[src/rtl/dp_jtag_master_if.sv]
// ----------------------------------------------------------------------------
// dp_jtag_master_if
//   Request/response port of the JTAG scan sequencer.
//
//   Request channel  (master -> slave):
//     req_valid, req_ir_en, req_ir[IR_W], req_len[LEN_W], req_dr[DR_MAX]
//   Request ready    (slave  -> master): req_ready
//   Response channel (slave  -> master): resp_valid, resp_data[DR_MAX]
//   Response ready   (master -> slave):  resp_ready
//
//   The host (bridge, boot ROM sequencer, bench) uses the master modport.
//   dp_jtag_master uses the slave modport.
// ----------------------------------------------------------------------------
interface dp_jtag_master_if #(
  parameter int IR_W   = 5,
  parameter int DR_MAX = 64,
  parameter int LEN_W  = 7
) ();

  logic              req_valid;
  logic              req_ready;
  logic              req_ir_en;
  logic [IR_W-1:0]   req_ir;
  logic [LEN_W-1:0]  req_len;
  logic [DR_MAX-1:0] req_dr;
  logic              resp_valid;
  logic              resp_ready;
  logic [DR_MAX-1:0] resp_data;

  modport master (
    output req_valid, req_ir_en, req_ir, req_len, req_dr, resp_ready,
    input  req_ready, resp_valid, resp_data
  );

  modport slave (
    input  req_valid, req_ir_en, req_ir, req_len, req_dr, resp_ready,
    output req_ready, resp_valid, resp_data
  );

endinterface

[src/rtl/dp_jtag_master.sv]
// ----------------------------------------------------------------------------
// dp_jtag_master
//   JTAG scan sequencer. Converts a request (optional IR write, then an
//   optional DR scan of up to DR_MAX bits) into TAP state walks on
//   tck/tms/tdi, starting and ending in Run-Test/Idle, and returns the tdo
//   bits captured during the DR shift, right-justified.
//
//   Ports
//     clk   in   system clock
//     trst  in   asynchronous active-high reset (also resets the attached TAP)
//     bus   slave modport of dp_jtag_master_if (request/response handshakes)
//     busy  out  high from request accept until response handshake and
//                during the post-reset Test-Logic-Reset walk
//     tck   out  test clock, period 2*TCK_DIV clk cycles while scanning
//     tms   out  test mode select, changes with the falling tck edge
//     tdi   out  test data in, changes with the falling tck edge
//     tdo   in   test data out, sampled with the rising tck edge
// ----------------------------------------------------------------------------
module dp_jtag_master #(
  parameter int IR_W    = 5,
  parameter int DR_MAX  = 64,
  parameter int LEN_W   = 7,
  parameter int TCK_DIV = 2
) (
  input  logic                 clk,
  input  logic                 trst,
  dp_jtag_master_if.slave      bus,
  output logic                 busy,
  output logic                 tck,
  output logic                 tms,
  output logic                 tdi,
  input  logic                 tdo
);

  localparam int               DIV_W    = (TCK_DIV > 1) ? $clog2(TCK_DIV) : 1;
  localparam logic [DIV_W-1:0] DIV_LAST = DIV_W'(TCK_DIV - 1);
  localparam logic [LEN_W-1:0] DR_MAX_L = LEN_W'(DR_MAX);
  localparam logic [LEN_W-1:0] IR_LAST  = LEN_W'(IR_W - 1);

  typedef enum logic [3:0] {
    TLR_WALK,
    IDLE,
    IR_ENTER,
    IR_SHIFT,
    IR_EXIT,
    DR_ENTER,
    DR_SHIFT,
    DR_EXIT,
    RESP
  } state_t;

  state_t             state_q, state_d;
  logic [DIV_W-1:0]   div_q,   div_d;
  logic               tck_q,   tck_d;
  logic               tms_q,   tms_d;
  logic               tdi_q,   tdi_d;
  logic [LEN_W-1:0]   cnt_q,   cnt_d;
  logic [IR_W-1:0]    ir_q,    ir_d;
  logic [DR_MAX-1:0]  dr_q,    dr_d;
  logic [LEN_W-1:0]   len_q,   len_d;
  logic [DR_MAX-1:0]  cap_q,   cap_d;
  logic               fin_q,   fin_d;

  // Scratch for the "present the next bit" step of the bit engine.
  state_t             s_new;
  logic [LEN_W-1:0]   c_new;
  logic               present;

  // tms value for a bit of a given state. cnt counts the bits remaining in
  // that state minus one, so cnt==0 is the final bit of the state.
  function automatic logic tms_for(input state_t s, input logic [LEN_W-1:0] c);
    logic t;
    case (s)
      TLR_WALK:           t = (c != '0);             // 1,1,1,1,1,0
      IR_ENTER:           t = (c >= LEN_W'(2));      // 1,1,0,0
      DR_ENTER:           t = (c == LEN_W'(2));      // 1,0,0
      IR_SHIFT, DR_SHIFT: t = (c == '0);             // last shift bit exits
      IR_EXIT, DR_EXIT:   t = (c == LEN_W'(1));      // 1,0
      default:            t = 1'b0;
    endcase
    return t;
  endfunction

  function automatic logic [LEN_W-1:0] clamp_len(input logic [LEN_W-1:0] l);
    return (l > DR_MAX_L) ? DR_MAX_L : l;
  endfunction

  always_comb begin
    state_d = state_q;
    div_d   = div_q;
    tck_d   = tck_q;
    tms_d   = tms_q;
    tdi_d   = tdi_q;
    cnt_d   = cnt_q;
    ir_d    = ir_q;
    dr_d    = dr_q;
    len_d   = len_q;
    cap_d   = cap_q;
    fin_d   = fin_q;
    s_new   = state_q;
    c_new   = cnt_q;
    present = 1'b0;

    case (state_q)
      IDLE: begin
        if (bus.req_valid) begin
          ir_d  = bus.req_ir;
          dr_d  = bus.req_dr;
          len_d = clamp_len(bus.req_len);
          cap_d = '0;
          div_d = '0;
          // Both scan types begin with tms=1 (RTI -> Select-DR), presented
          // on the accept edge so bit 0 gets a full low phase.
          if (bus.req_ir_en) begin
            state_d = IR_ENTER;
            cnt_d   = LEN_W'(3);
            tms_d   = 1'b1;
          end else if (bus.req_len != '0) begin
            state_d = DR_ENTER;
            cnt_d   = LEN_W'(2);
            tms_d   = 1'b1;
          end else begin
            state_d = RESP;
          end
        end
      end

      RESP: begin
        if (bus.resp_ready) begin
          state_d = IDLE;
        end
      end

      default: begin
        if (fin_q) begin
          // One idle clk after the final tck fall before handing control back.
          fin_d   = 1'b0;
          state_d = (state_q == TLR_WALK) ? IDLE : RESP;
        end else if (div_q != DIV_LAST) begin
          div_d = div_q + 1'b1;
        end else begin
          div_d = '0;
          tck_d = ~tck_q;
          if (!tck_q) begin
            // Rising tck: sample tdo. Captured bits enter at the MSB and are
            // right-justified once the shift completes.
            if (state_q == DR_SHIFT) begin
              cap_d = {tdo, cap_q[DR_MAX-1:1]};
            end
          end else if (cnt_q != '0) begin
            present = 1'b1;
            c_new   = cnt_q - 1'b1;
          end else begin
            case (state_q)
              IR_ENTER: begin
                present = 1'b1;
                s_new   = IR_SHIFT;
                c_new   = IR_LAST;
              end
              IR_SHIFT: begin
                present = 1'b1;
                s_new   = IR_EXIT;
                c_new   = LEN_W'(1);
              end
              IR_EXIT: begin
                if (len_q != '0) begin
                  present = 1'b1;
                  s_new   = DR_ENTER;
                  c_new   = LEN_W'(2);
                end else begin
                  fin_d = 1'b1;
                end
              end
              DR_ENTER: begin
                present = 1'b1;
                s_new   = DR_SHIFT;
                c_new   = len_q - 1'b1;
              end
              DR_SHIFT: begin
                present = 1'b1;
                s_new   = DR_EXIT;
                c_new   = LEN_W'(1);
                cap_d   = cap_q >> (DR_MAX - int'(len_q));
              end
              default: begin
                fin_d = 1'b1;
              end
            endcase
          end
        end
      end
    endcase

    // Falling tck edge that starts another bit: drive its tms/tdi now.
    if (present) begin
      state_d = s_new;
      cnt_d   = c_new;
      tms_d   = tms_for(s_new, c_new);
      if (s_new == IR_SHIFT) begin
        tdi_d = ir_q[0];
        ir_d  = ir_q >> 1;
      end else if (s_new == DR_SHIFT) begin
        tdi_d = dr_q[0];
        dr_d  = dr_q >> 1;
      end
    end
  end

  always_ff @(posedge clk or posedge trst) begin
    if (trst) begin
      state_q <= TLR_WALK;
      div_q   <= '0;
      tck_q   <= 1'b0;
      tms_q   <= 1'b1;
      tdi_q   <= 1'b0;
      cnt_q   <= LEN_W'(5);
      ir_q    <= '0;
      dr_q    <= '0;
      len_q   <= '0;
      cap_q   <= '0;
      fin_q   <= 1'b0;
    end else begin
      state_q <= state_d;
      div_q   <= div_d;
      tck_q   <= tck_d;
      tms_q   <= tms_d;
      tdi_q   <= tdi_d;
      cnt_q   <= cnt_d;
      ir_q    <= ir_d;
      dr_q    <= dr_d;
      len_q   <= len_d;
      cap_q   <= cap_d;
      fin_q   <= fin_d;
    end
  end

  assign tck            = tck_q;
  assign tms            = tms_q;
  assign tdi            = tdi_q;
  assign busy           = (state_q != IDLE);
  assign bus.req_ready  = (state_q == IDLE);
  assign bus.resp_valid = (state_q == RESP);
  assign bus.resp_data  = cap_q;

endmodule

[src/flat_wrapper.sv]
// flat-port wrapper written by rule: the top's interface ports become plain ports
module dp_jtag_master_flat 
#(
  parameter int IR_W    = 5,
  parameter int DR_MAX  = 64,
  parameter int LEN_W   = 7,
  parameter int TCK_DIV = 2
)
  (clk, trst, busy, tck, tms, tdi, tdo, bus_req_valid, bus_req_ir_en, bus_req_ir, bus_req_len, bus_req_dr, bus_resp_ready, bus_req_ready, bus_resp_valid, bus_resp_data);
  dp_jtag_master_if #(.IR_W(IR_W), .DR_MAX(DR_MAX), .LEN_W(LEN_W)) bus_i ();
  input  logic clk;
  input  logic trst;
  output logic busy;
  output logic tck;
  output logic tms;
  output logic tdi;
  input  logic tdo;
  input wire logic [$bits(bus_i.req_valid)-1:0] bus_req_valid;
  input wire logic [$bits(bus_i.req_ir_en)-1:0] bus_req_ir_en;
  input wire logic [$bits(bus_i.req_ir)-1:0] bus_req_ir;
  input wire logic [$bits(bus_i.req_len)-1:0] bus_req_len;
  input wire logic [$bits(bus_i.req_dr)-1:0] bus_req_dr;
  input wire logic [$bits(bus_i.resp_ready)-1:0] bus_resp_ready;
  output wire logic [$bits(bus_i.req_ready)-1:0] bus_req_ready;
  output wire logic [$bits(bus_i.resp_valid)-1:0] bus_resp_valid;
  output wire logic [$bits(bus_i.resp_data)-1:0] bus_resp_data;
  assign bus_i.req_valid = bus_req_valid;
  assign bus_i.req_ir_en = bus_req_ir_en;
  assign bus_i.req_ir = bus_req_ir;
  assign bus_i.req_len = bus_req_len;
  assign bus_i.req_dr = bus_req_dr;
  assign bus_i.resp_ready = bus_resp_ready;
  assign bus_req_ready = bus_i.req_ready;
  assign bus_resp_valid = bus_i.resp_valid;
  assign bus_resp_data = bus_i.resp_data;
  dp_jtag_master #(.IR_W(IR_W), .DR_MAX(DR_MAX), .LEN_W(LEN_W), .TCK_DIV(TCK_DIV)) u_core (.clk(clk), .trst(trst), .bus(bus_i), .busy(busy), .tck(tck), .tms(tms), .tdi(tdi), .tdo(tdo));
endmodule
[config.mk]
export PLATFORM = sky130hd
export DESIGN_NAME = dp_jtag_master_flat
export DESIGN_NICKNAME = d
export VERILOG_FILES = /design/src/rtl/dp_jtag_master_if.sv /design/src/rtl/dp_jtag_master.sv /design/src/flat_wrapper.sv
export SDC_FILE = /design/constraint.sdc
export NUM_CORES = 1
export LEC_CHECK = 0
export ABC_AREA = 1
export CAP_MARGIN = 20
export CORE_MARGIN = 2
export CORE_UTILIZATION = 31
export DETAILED_ROUTE_END_ITERATION = 10
export GPL_TIMING_DRIVEN = 1
export PLACE_DENSITY = 0.52
export SKIP_LAST_GASP = 1
export SLEW_MARGIN = 5
export SYNTH_ARGS = -nofsm -noshare
export SYNTH_HDL_FRONTEND = slang
export SYNTH_SLANG_ARGS = --single-unit
[constraint.sdc]
create_clock -name clk -period 12.75 [get_ports clk]
set_clock_uncertainty 0.2 [all_clocks]
set_input_delay 3.1875 -clock clk [delete_from_list [all_inputs] [get_ports clk]]
set_output_delay 3.1875 -clock clk [all_outputs]
set_load 0.05 [all_outputs]
==> impl_metrics.ini, run 1 <==
[routing]
drc = 0
vias = 13600
dr.pass1.iters = 6
drt-total-wl_um = 45600
antenna_left = 0
drt_iter0_markers = 1385
avgViaCountPerCell = 5.42
wl_per_cell_um = 18.1

[yosys]
syn_area_per_cell_um2 = 6.30
netlist_area_um2 = 12100
ys_seq_area_share_pct = 32.2
netlist.area_leader.share_pct = 31.6
synth_edf_count = 0
synth_flop_cell = dfrtp_1
ys_top_cells_by_area = dfrtp_1 (32%), nand3_1 (24%), nand2_1 (15%)
synth_nets = 2008
synth_cell_types = 42
ys_ff_latch = 156
yosysMostFrequentCell = nand3_1
synth_cells = 1924
yosys_warnings = 0
synth_top_cell_by_area = dfrtp_1
async_flop_share_pct = 100
synth_common_cells = nand3_1 (574), nand2_1 (473), dfrtp_1 (153)

[worst_setup_path]
crit_arrival_ps = 6950
cpMostUsedCell = o21ai_0
critPathMaxFanout = 58
critPathMaxStageDelay_ps = 650
r2r_start = u_core.len_q[0]
rr_worst_depth = 16
cp-start-kind = input pin
endpoint_kind = flop
r2r_setup_slack_ps = 8240
crit_required_ps = 12910
worstPathCellList = clkdlybuf4s50_1 > inv_1 > nor2_8 > clkinv_2 > o21ai_2 > nand4_2 > buf_4 > nor2_4 > inv_2 > a21oi_1 > o21ai_0 > o21ai_0
critPathKind = in2reg
cp_slowest_cell = nor2_4
rr_endpoint = u_core.bus.resp_data[16]

[clock_network]
cts_made_buffers = 17
clkLatencyLatePin_ps = 460
clockBufferDepth = 2
cts_resized = 0
path_clk_slew_ps = 80
post-cts-setup-buffers = 0
postCtsHoldBufs = 0
cts-root-buf = clkbuf_16
cts_tree = built
htree_levels = 4
cts.sinks = 156

[timing]
fin_setup_tns_ps = 0
max_freq_mhz = 147
fin_crit_ps = 6790
worst_slew_pin_slew_ps = 967
min_period_over_period_pct = 53.2
max_slew_margin_pct = 35.5
slew_viol_final = 0
finalSetupViolations = 0
rsz0062_at_grt = false
finalHoldViolations = 0

[global_route]
grt_max_degree = 96
grt_pass1_wl_um = 73100
grt-ovfl-total = 0
track_usage_pct = 22.6
antenna_found_initial = 1
grt_pass1_vias = 12800

[min_path]
hold_end = u_core.dr_q[45]
whs_path_depth = 2
hold_path_class = reg2reg
hold_start = u_core.dr_q[46]

[final_layout]
nNetsFinal = 2063
syn_to_final_growth_pct = 19.7
drive_gt1_share_pct = 5.22

[floorplan]
start_util_pct = 31.4
rows = 72
die_area_um2 = 40700
core-area_um2 = 38600
pin_count = 152
chipHeight_um = 202
chipWidth_um = 202

[place]
place_congestion = 0.950
hpwl_um = 32600
port_buffers = 151

[flow_run]
maxCapViolations = 0

[run_status]
status = finished clean
==> metrics by stage <==
stage	setup WS [ps]	hold slack (ps)	cell area [um2]	utilization (%)	instances
floorplan	5160	286	12100	-	1924
global placement	5590	295	13900	36.0	2478
detailed placement	5440	302	13900	36.0	2478
CTS	5920	318	14500	37.6	2510
global route	5540	351	14500	37.6	2510
finish	5960	315	14500	37.6	2511
==> critical path, delay by kind of cell <==
| kind | cells | cell delay [ps] |
|---|---|---|
| buffers and inverters | 5 | 2040 |
| and+or+nand+nor | 3 | 1010 |
| AOI/OAI and AO/OA | 4 | 680 |
==> state kept, by name (all words and copies together) (netlist names) <==
signal                count
u_core.dr_q              64
u_core.tms                1
u_core.tdi                1
u_core.tck                1
u_core.len_q              7
u_core.ir_q               5
u_core.div_q              1
u_core.cnt_q              7
u_core.state_q            4
u_core.fin_q              1
u_core.bus.resp_data     64
==> cells by family after synthesis <==
logic type      count (synthesis)  synth area share (%)
simple gates                 1209                  44.5
compound gates                282                  13.8
buf+inv                       270                  8.87
flops                         156                  32.2
xor+xnor                        5                 0.361
fa+ha+maj                       2                 0.206
==> cell usage in the layout, fill, tap and decap left out, drive strengths merged, types with 2 or more instances in the layout <==
cell and count:
ha 2, nand3 575, inv 140, clkinv 4, nand4 10, clkdlybuf4s50 151, o211ai 70, nand2 477
dfstp 3, clkbuf 18, dfrtp 153, nor3 2, xor2 4, or2 2, a21oi 31, buf 23
a21boi 2, nor2 140, o22ai 9, a22o 6, o21ai 148, nand3b 2, a31oi 11
==> per-layer routing <==
metal | vias to the layer above | share of wire (%) | GRT usage [%]
li1 | 6669 | - | -
met1 | 6453 | 46 | 30.9
met2 | 427 | 47 | 36.8
met3 | 53 | 5.2 | 3.87
met4 | 0 | 2.1 | 6.25
met5 | - | 0 | 0
==> how the worst max path moves through the flow <==
stage	start	endpoint	depth (start not counted)	slack, ps
after global placement	bus_req_valid	u_core.bus.resp_data[59]	12	5590
after floorplan	trst	u_core.bus.resp_data[0]	1	5160
after global routing	bus_req_valid	u_core.bus.resp_data[59]	12	5540
after CTS	bus_req_valid	u_core.bus.resp_data[59]	12	5920
after detailed placement	bus_req_valid	u_core.bus.resp_data[59]	12	5440
final	bus_req_valid	u_core.bus.resp_data[59]	12	5960
==> final cells by class <==
class	count	area (um2)
Antenna cell	1	2.50
Clock buffer	18	439
Clock inverter	14	145
Fill cell	4164	24100
Inverter	132	502
Multi-Input combinational cell	1498	7180
Sequential cell	156	3910
Tap cell	518	648
Timing Repair Buffer	174	1680
Power of run 1 is not shown: default switching activity piles up to over one toggle a cycle in this logic, so the estimate is an artifact.
==> run 2: changes to the inputs <==
Clock period 12.75 ns to 6.59 ns, I/O delays scaled along.
==> run 2 against run 1 <==
Global-route usage increased by 0.15 points. Routed wire length increased by 2.2%. Worst setup slack got worse by 3800 ps. First-iteration DRC count increased by 9.5%. Via count increased by 0.88%. Critical path type unchanged. Register-to-register slack got worse by 5700 ps.
==> impl_metrics.ini, run 2 (synthesis gave the netlist of run 1 again) <==
[run_status]
status = finished clean

[routing]
vias = 13700
wl_per_cell_um = 18.6
avgViaCountPerCell = 5.47
antenna_left = 0
drt-total-wl_um = 46600
dr.pass1.iters = 5
drc = 0
drt_iter0_markers = 1517

[floorplan]
start_util_pct = 31.4
rows = 72
pin_count = 152
chipHeight_um = 202
chipWidth_um = 202
core-area_um2 = 38600
die_area_um2 = 40700

[flow_run]
maxCapViolations = 0

[place]
port_buffers = 151
dp_cells = 2476
postPlaceCellArea_um2 = 14000
place_ws_ps = 1570
hpwl_um = 32700
place_congestion = 0.906

[worst_setup_path]
startpoint = bus_req_valid
crit_arrival_ps = 4480
cpMostUsedCell = inv_1
rr_endpoint = u_core.bus.resp_data[17]
path_depth = 8
endpoint_kind = flop
critical_path_buf_inv_count = 4
critPathMaxStageDelay_ps = 870
cp_slowest_cell = inv_1
cp-start-kind = input pin
worstPathCellList = clkdlybuf4s50_1 > inv_1 > nor2_8 > clkinv_2 > o21ai_2 > nand4_2 > inv_1 > o22ai_1
r2r_start = u_core.len_q[0]
rr_worst_depth = 12
crit_end = u_core.bus.resp_data[38]
crit_family = buffers and inverters
r2r_setup_slack_ps = 2560
crit_required_ps = 6680
critPathKind = in2reg
critPathMaxFanout = 28

[timing]
fin_setup_tns_ps = 0
fin_crit_ps = 4390
worst_slew_pin_slew_ps = 1040
fin_ws_ps = 2200
finalHoldViolations = 0
min_period_over_period_pct = 66.7
rsz0062_at_grt = false
slew_viol_final = 0
finalSetupViolations = 0
max_slew_margin_pct = 30.9
max_freq_mhz = 228

[final_layout]
drive_gt1_share_pct = 5.08
nNetsFinal = 2061
num_antenna_cells = 0
final_common_cell = nand3_1
multi_input_area_um2 = 7190
layout_common_cells = nand3_1 (574), nand2_1 (472), clkdlybuf4s50_1 (151), dfrtp_1 (151), nor2_1 (127)
fill_cells = 4141
syn_to_final_growth_pct = 19.7
finish.instance_area_um2 = 14500
instances_no_fill = 2508
regArea_um2 = 3910

[global_route]
grt_max_degree = 129
grt_pass1_wl_um = 73000
track_usage_pct = 22.7
grt_pass1_vias = 12600
grt-ovfl-total = 0
antenna_found_initial = 0

[clock_network]
path_clk_slew_ps = 70
cts_resized = 0
cts_tree = built
clockBufferDepth = 2
cts_made_buffers = 17
htree_levels = 4
cts-root-buf = clkbuf_16
post-cts-setup-buffers = 0
postCtsHoldBufs = 0
clkLatencyLatePin_ps = 460
cts.sinks = 156

[min_path]
hold_path_class = reg2reg
whs_path_depth = 2
-- run 2: changes by cell type in the layout (fill, tap and decap cells not counted), moves of 2 or more --
cell      change
buf_12        +4
clkbuf_1      +2
inv_8         -3
buf_4         -6
inv_6         +2
-- run 2: worst register-to-register path, stage by stage, from the launching register on --
cell	delay (ps)
dfrtp_2	410
inv_2	370
ha_2	330
nand2_1	90
nor2_2	260
nand3_1	110
nand2_1	340
inv_2	120
nor2_2	800
inv_1	300
o211ai_1	470
nand2_1	100
nand2_1	70
-- run 2: how the worst min path moves through the flow --
stage | startpoint | endpoint | slack (ps)
2_1_floorplan | u_core.dr_q[18] | u_core.dr_q[17] | 290
3_3_place_gp | u_core.dr_q[50] | u_core.dr_q[49] | 290
3_5_place_dp | u_core.dr_q[62] | u_core.dr_q[61] | 300
4_1_cts | u_core.dr_q[50] | u_core.dr_q[49] | 320
5_1_grt | u_core.dr_q[48] | u_core.dr_q[47] | 350
6_report | u_core.dr_q[55] | u_core.dr_q[54] | 320
-- run 2: metal layers --
| layer | vias to the layer above | global-route usage, % | share of wire (%) |
|---|---|---|---|
| met5 | - | 0 | 0 |
| met4 | 0 | 6.64 | 2.5 |
| met3 | 72 | 4.60 | 7.0 |
| met2 | 525 | 37.0 | 47 |
| met1 | 6467 | 30.6 | 44 |
| li1 | 6658 | - | - |
-- run 2: stage by stage --
stage,utilization (%),hold slack [ps]
finish,37.6,318
CTS,37.6,320
global placement,36.1,294
detailed placement,36.1,301
global route,37.6,347
floorplan,-,286
-- run 2: final cells by class --
| type | instances | share of cell area (%) |
|---|---|---|
| multi-input cells | 1498 | 49.5 |
| flip-flops and latches | 156 | 26.9 |
| repair buffers | 172 | 11.8 |
| well taps | 518 | 4.47 |
| inverters | 132 | 3.46 |
| clock buffers | 20 | 3.08 |
| clock inverters | 12 | 0.698 |
Power of run 2 is left out for the same reason.
==> run 3: changes to the inputs <==
Clock period 6.59 ns to 4.2 ns, I/O delays scaled along.
==> run 3 against run 2 <==
Global-route usage fell by 0.46 points. Die area did not move. Non-clock buffer count rose by 8. Hold slack got worse by 2.0 ps. Worst setup slack got worse by 1800 ps. Critical endpoint is now bus_req_ready. Largest cell class unchanged.
==> impl_metrics.ini, run 3 (synthesis gave the netlist of run 1 again) <==
[run_status]
status = finished clean

[clock_network]
cts_made_buffers = 17
clkLatencyLatePin_ps = 460
post-cts-setup-buffers = 0
htree_levels = 4
cts_tree = built
clockBufferDepth = 2
postCtsHoldBufs = 0
cts_resized = 0
cts-root-buf = clkbuf_16
cts.sinks = 156
path_clk_slew_ps = 70

[final_layout]
regArea_um2 = 3910
multi_input_area_um2 = 7180
syn_to_final_growth_pct = 20.8
final_common_cell = nand3_1
drive_gt1_share_pct = 5.41
nNetsFinal = 2069
num_antenna_cells = 0
fill_cells = 4119
layout_common_cells = nand3_1 (574), nand2_1 (472), clkdlybuf4s50_1 (151), dfrtp_1 (151), nor2_1 (128)

[routing]
drt-total-wl_um = 45100
wl_per_cell_um = 17.9
drt_iter0_markers = 1218
vias = 13500
dr.pass1.iters = 6
drc = 0
antenna_left = 0
avgViaCountPerCell = 5.38

[place]
place_congestion = 0.952
port_buffers = 151
hpwl_um = 33100

[floorplan]
chipHeight_um = 202
rows = 72
chipWidth_um = 202
core-area_um2 = 38600
pin_count = 152
start_util_pct = 31.4
die_area_um2 = 40700

[worst_setup_path]
critPathKind = reg2out
cp-start-kind = flop
crit_arrival_ps = 2520
r2r_setup_slack_ps = 860
critical_path_buf_inv_count = 2
worstPathCellList = nor2_1 > nand2_2 > inv_2 > clkdlybuf4s50_1
critPathMaxFanout = 12
crit_required_ps = 2950
crit_family = buffers and inverters
critPathMaxStageDelay_ps = 840
endpoint_kind = output pin
cp_slowest_cell = clkdlybuf4s50_1

[global_route]
grt_max_degree = 134
grt_pass1_wl_um = 71800
antenna_found_initial = 0
grt-ovfl-total = 0
track_usage_pct = 22.3
grt_pass1_vias = 12800

[timing]
rsz0062_at_grt = false
finalHoldViolations = 0
max_slew_margin_pct = 39.9
fin_crit_ps = 3770
min_period_over_period_pct = 89.6
fin_setup_tns_ps = 0
slew_viol_final = 0
holdWs_ps = 316
max_freq_mhz = 266
finalSetupViolations = 0
worst_slew_pin_slew_ps = 901

[min_path]
hold_path_class = reg2reg

[flow_run]
maxCapViolations = 0
run 3: cell count changes in the layout (fill, tap and decap cells not counted):
cell,before,now
nor2_2,7,6
nor2_1,127,128
buf_12,4,7
buf_4,17,22
inv_6,8,6
clkbuf_1,2,0
clkinv_2,2,1
clkbuf_8,1,0
bufinv_16,0,2
clkinv_4,1,3
run 3: routing by layer:
metal | vias up | GRT usage [%] | wire length, um
li1 | 6686 | - | -
met3 | 65 | 3.90 | 2510
met2 | 435 | 36.6 | 21000
met1 | 6342 | 29.9 | 20300
met5 | - | 0 | 0
met4 | 0 | 6.78 | 1190
run 3: final timing paths:
check | cells past startpoint | start | to
worst min-delay path | 2 | u_core.dr_q[47] | u_core.dr_q[46]
min in group asynchronous | 2 | trst | u_core.bus.resp_data[61]
worst max register to register | 13 | u_core.len_q[1] | u_core.bus.resp_data[52]
worst max-delay path | 4 | u_core.state_q[3] | bus_req_ready
max in group asynchronous | 3 | trst | u_core.bus.resp_data[25]
worst min register to register | 2 | u_core.dr_q[47] | u_core.dr_q[46]
run 3: area by class of cell:
| class | count | area share [%] |
|---|---|---|
| Timing Repair Buffer | 180 | 12.4 |
| Clock buffer | 17 | 2.91 |
| Tap cell | 518 | 4.43 |
| Inverter | 132 | 3.42 |
| Sequential cell | 156 | 26.7 |
| Clock inverter | 13 | 1.08 |
| Multi-Input combinational cell | 1498 | 49.1 |
run 3: tightest hold or removal path: stages, from the launching register on:
cell	delay (ps)
dfrtp_1	320
inv_1	40
o21ai_1	110
run 3: per-stage QoR:
step | instances | utilization [%] | setup WS [ps] | area [um2]
global route | 2514 | 37.9 | 317 | 14600
floorplan | 1924 | - | 980 | 12100
global placement | 2484 | 36.4 | 706 | 14100
detailed placement | 2484 | 36.4 | 682 | 14100
finish | 2514 | 37.9 | 435 | 14600
CTS | 2514 | 37.9 | 435 | 14600
Power of run 3 is left out for the same reason.
